--- src/rtl/skew_reg_bank.sv ---
// Multi-lane skew delay bank: lane i delays by BASE_DELAY + i*STEP steps.
// Optional drain FSM (drain_req/drain_done) built when SKEW_DRAIN_EN is defined.
module skew_reg_bank #(
  parameter int DATA_WIDTH = 16,
  parameter int LANES      = 4,
  parameter int BASE_DELAY = 1,
  parameter int STEP       = 1
) (
  input  logic                        clk,
  input  logic                        reset_n,
  input  logic                        en,
  input  logic                        in_valid,
  input  logic [LANES*DATA_WIDTH-1:0] in_data,
`ifdef SKEW_DRAIN_EN
  input  logic                        drain_req,
  output logic                        drain_done,
`endif
  output logic [LANES-1:0]            out_valid,
  output logic [LANES*DATA_WIDTH-1:0] out_data,
  output logic                        busy
);

  localparam int MAXD = BASE_DELAY + (LANES - 1) * STEP;
  localparam int CW   = $clog2(MAXD + 2);

  logic          adv;
  logic          vin;
  logic          inc;
  logic          dec;
  logic [CW-1:0] cnt;

  for (genvar i = 0; i < LANES; i++) begin : g_lane
    localparam int D = BASE_DELAY + i * STEP;

    logic [D-1:0]          v;
    logic [DATA_WIDTH-1:0] d [D];

    always_ff @(posedge clk or negedge reset_n) begin
      if (!reset_n) begin
        v <= '0;
        for (int s = 0; s < D; s++) d[s] <= '0;
      end else if (adv) begin
        v[0] <= vin;
        d[0] <= vin ? in_data[i*DATA_WIDTH +: DATA_WIDTH] : '0;
        for (int s = 1; s < D; s++) begin
          v[s] <= v[s-1];
          d[s] <= d[s-1];
        end
      end
    end

    assign out_valid[i] = v[D-1];
    assign out_data[i*DATA_WIDTH +: DATA_WIDTH] = d[D-1];
  end

  // The deepest lane is the last to release a vector, so it retires it.
  assign inc  = adv & vin;
  assign dec  = adv & out_valid[LANES-1];
  assign busy = (cnt != '0);

  always_ff @(posedge clk or negedge reset_n) begin
    if (!reset_n) cnt <= '0;
    else          cnt <= cnt + CW'(inc) - CW'(dec);
  end

  cnt_bound: assert property (
    @(posedge clk) disable iff (!reset_n)
    cnt != CW'(MAXD + 1)
  );

`ifdef SKEW_DRAIN_EN
  typedef enum logic [1:0] {
    IDLE,
    DRAIN,
    DONE
  } state_t;

  state_t state;

  always_ff @(posedge clk or negedge reset_n) begin
    if (!reset_n) begin
      state      <= IDLE;
      drain_done <= 1'b0;
    end else begin
      unique case (state)
        IDLE: begin
          if (drain_req) begin
            if (cnt == '0) begin
              state      <= DONE;
              drain_done <= 1'b1;
            end else begin
              state <= DRAIN;
            end
          end
        end
        DRAIN: begin
          if (cnt == '0) begin
            state      <= DONE;
            drain_done <= 1'b1;
          end
        end
        DONE: begin
          state      <= IDLE;
          drain_done <= 1'b0;
        end
        default: begin
          state      <= IDLE;
          drain_done <= 1'b0;
        end
      endcase
    end
  end

  assign adv = en | (state == DRAIN);
  assign vin = in_valid & (state != DRAIN);
`else
  assign adv = en;
  assign vin = in_valid;
`endif

endmodule

--- config.mk ---
export PLATFORM = sky130hd
export DESIGN_NAME = skew_reg_bank
export DESIGN_NICKNAME = d
export VERILOG_FILES = /design/src/rtl/skew_reg_bank.sv
export SDC_FILE = /design/constraint.sdc
export NUM_CORES = 1
export LEC_CHECK = 0
export CAP_MARGIN = 20
export CORE_MARGIN = 2
export CORE_UTILIZATION = 40
export DETAILED_ROUTE_END_ITERATION = 16
export HOLD_SLACK_MARGIN = 0.15
export PLACE_DENSITY = 0.74
export SLEW_MARGIN = 30
export SYNTH_ARGS = -nofsm -noshare
export SYNTH_HDL_FRONTEND = slang
export SYNTH_SLANG_ARGS = --single-unit
--- constraint.sdc ---
create_clock -name clk -period 2.1 [get_ports clk]
set_input_delay 0.21 -clock clk [delete_from_list [all_inputs] [get_ports clk]]
set_output_delay 0.21 -clock clk [all_outputs]
set_load 0.005 [all_outputs]
==> reports/summary.txt <==
Final hold violation count: 0
Tightest Hold Check Type: input port to register
First-pass GRT wire length: 19800 um
Family with the most delay on the worst path: buffers and inverters
Largest stage delay, worst path: 0.50 ns
Number of diodes: 0
Placer's final routability congestion estimate: 0.698
Mapped Avg Cell Area: 15.8 um^2
Height of the chip: 132 um
Cell area after layout: 8270 um^2
Seq/Total Area, Yosys: 0.634
Total Nets Final: 577
Cell Pwr Density: 966 nW/um^2
Number of cells in the design after placement: 702
Count of pins over their slew limit: 0
Final core utilization: 0.517
Transition time of the tightest slew-check pin: 0.744 ns
Type of destination of the critical path: primary output
Vias per cell: 4.80
H-tree levels: 4
Number of global-route vias before repair: 3802
Outcome: completed
Seq cells post-synth: 167
Leakage power: 3.81 nW
Total overflow reported by the global router: 0
Setup Total Neg Slack: 0 ns
Starting density of the core: 0.412
Clk slew on worst S/H paths: 0.06 ns
Width of the die: 132 um
Fmax achieved: 526 MHz
Largest net degree at the start of global routing: 90
Required arrival time at the worst endpoint: 1.89 ns
Post-cts repair resize count: 0
Final cycle utilization of the critical path: 0.906
Number of vias after detailed routing: 3517
Unrepaired setup endpoints after global routing: no
Inserted Clock Buffers: 17
Port Buffer Count: 136
Detailed router's first-iteration violation count: 162
Overall power: 7.99 mW
Slowest CP cell: sky130_fd_sc_hd__clkdlybuf4s50_1
Fraction of layout instances using a drive strength above 1: 0.264
Peak VDD IR: 0.000539 V
DRC viols: 0
Arrival time of the worst setup path: 1.69 ns
Count of buffering cells on the critical path with inverters included: 1
Nature of the critical path startpoint: register
Number of setup violations in the final report: 0
Final instance count without filler cells: 732
Count of nets left with antenna violations after detail routing: 0
Post-Syn Area: 6590 um^2
Top-level I/O count: 137
CTS tree: done
Post-route worst hold slack: 0.205 ns
Global router's overall resource usage: 0.142
Yosys Warn Count: 0
Clock network latency to the later pin of the worst-skew pair: 0.41 ns
Row count: 46
Cell area after placement: 7690 um^2
Die footprint: 17500 um^2
Ordered list of cells on the worst path: or3_1 -> clkdlybuf4s50_1
Overall routed net length: 12100 um
Proportion of register bits with asynchronous set or reset after synthesis: 1.00
Crit Path Max Fanout: 3
Gate count after technology mapping: 418
Most common flop cell mapped by yosys: sky130_fd_sc_hd__dfrtp_1
Fin worst setup slack: 0.198 ns
WL per Instance: 16.5 um
Bufs on Longest Clock Path: 2
Placeable core area: 16000 um^2
Unique masters post-synth: 17
Kind of critical path: register to primary output
Number of maximum-capacitance violations: 0
Number of antenna violations at the first check in global routing: 0
Number of clock sinks: 167
Slew Limit Headroom: 0.504
Setup WS pre-CTS: 0.277 ns
Hpwl dp: 7680 um
Post-Syn Nets: 489
Clk Tree Root Cell: sky130_fd_sc_hd__clkbuf_16
Worst-case clock skew: 0.00594 ns
Final Critical Period: 1.90 ns
Detailed-routing iteration count for the pre-antenna-repair pass: 4
Number of flops mapped to enable cells by yosys: 0
Hold-fix buffers at CTS: 1
Layout overhead on the synthesized area: 25.5%
Setup repair bufs after CTS: 0
## final cells by class
class                      instances  area, um^2
sequential                       167        4180
timing repair buffer             143        1470
fill                            1362        7730
multi-input combinational        172        1770
tap                              216         270
clock buffer                      22         474
clock inverter                     7        96.3
inverter                           5        18.8
## Yosys cell counts (2+ instances only)
cell type | instances | area, um^2
sky130_fd_sc_hd__mux2_2 | 99 | 1110
sky130_fd_sc_hd__inv_1 | 4 | 15.0
sky130_fd_sc_hd__ha_1 | 2 | 25.0
sky130_fd_sc_hd__dfrtp_1 | 167 | 4180
sky130_fd_sc_hd__buf_2 | 7 | 35.0
sky130_fd_sc_hd__buf_6 | 7 | 78.8
sky130_fd_sc_hd__a22o_1 | 64 | 561
sky130_fd_sc_hd__xnor2_1 | 2 | 17.5
sky130_fd_sc_hd__clkbuf_8 | 10 | 138
sky130_fd_sc_hd__buf_4 | 49 | 368
## power breakdown
group / internal, mW / leakage, nW / total [mW] / switching (mW)
logic: 0.760 / 1.36 / 1.16 / 0.401
registers: 3.60 / 2.17 / 3.81 / 0.210
clock network: 1.83 / 0.282 / 3.01 / 1.18
## placed cells by master, fill, tap and decap left out, drive strengths merged
master and count:
fa 1, dfrtp 167, mux2 99, buf 8, and2 2, inv 6, a21o 1, xnor2 2
clkinv 4, a22o 64, bufinv 2, clkdlybuf4s50 134, dlygate4sd3 1, ha 2, clkbuf 22, or3 1
## final timing paths
path                                startpoint         endpoint  slack [ns]  cells past startpoint
worst max register to register  g_lane[3].v[3]           cnt[2]        0.27                      8
worst min register to register          cnt[2]           cnt[2]        0.48                      1
min in group asynchronous              reset_n  g_lane[1].d[24]        0.23                      2
max in group asynchronous              reset_n  g_lane[3].d[46]        1.11                      3
worst max-delay path                    cnt[1]             busy        0.20                      2
worst min-delay path                        en           cnt[0]        0.21                      3
## cells by family (layout without fill, tap and decap cells)
group,count (synthesis),count (layout),synth area share
flops,167,167,0.634
mux,99,99,0.169
buf+inv,79,177,0.0974
compound gates,65,65,0.0862
fa+ha+maj,3,3,0.00684
simple gates,3,3,0.00323
xor+xnor,2,2,0.00266
## worst register-to-register path, cell delays in order, from the launching register on
cell	delay [ns]
sky130_fd_sc_hd__dfrtp_1	0.39
sky130_fd_sc_hd__and2_1	0.16
sky130_fd_sc_hd__ha_1	0.27
sky130_fd_sc_hd__inv_1	0.06
sky130_fd_sc_hd__ha_1	0.14
sky130_fd_sc_hd__inv_1	0.05
sky130_fd_sc_hd__fa_1	0.37
sky130_fd_sc_hd__xnor2_1	0.18
sky130_fd_sc_hd__xnor2_1	0.14
## metal layers
layer | global-route usage | wire length (um) | vias up
met5 | 0 | 0 | -
met4 | 0.0448 | 136 | 0
met3 | 0.0465 | 694 | 11
met2 | 0.235 | 5910 | 95
met1 | 0.178 | 5330 | 1802
li1 | - | - | 1609
## state kept, by name (all words and copies together), names as in the netlist
name      cells
g_lane.d    112
cnt           3
out_data     48
g_lane.v      4
No activity file was read; power rests on OpenSTA's default activity.
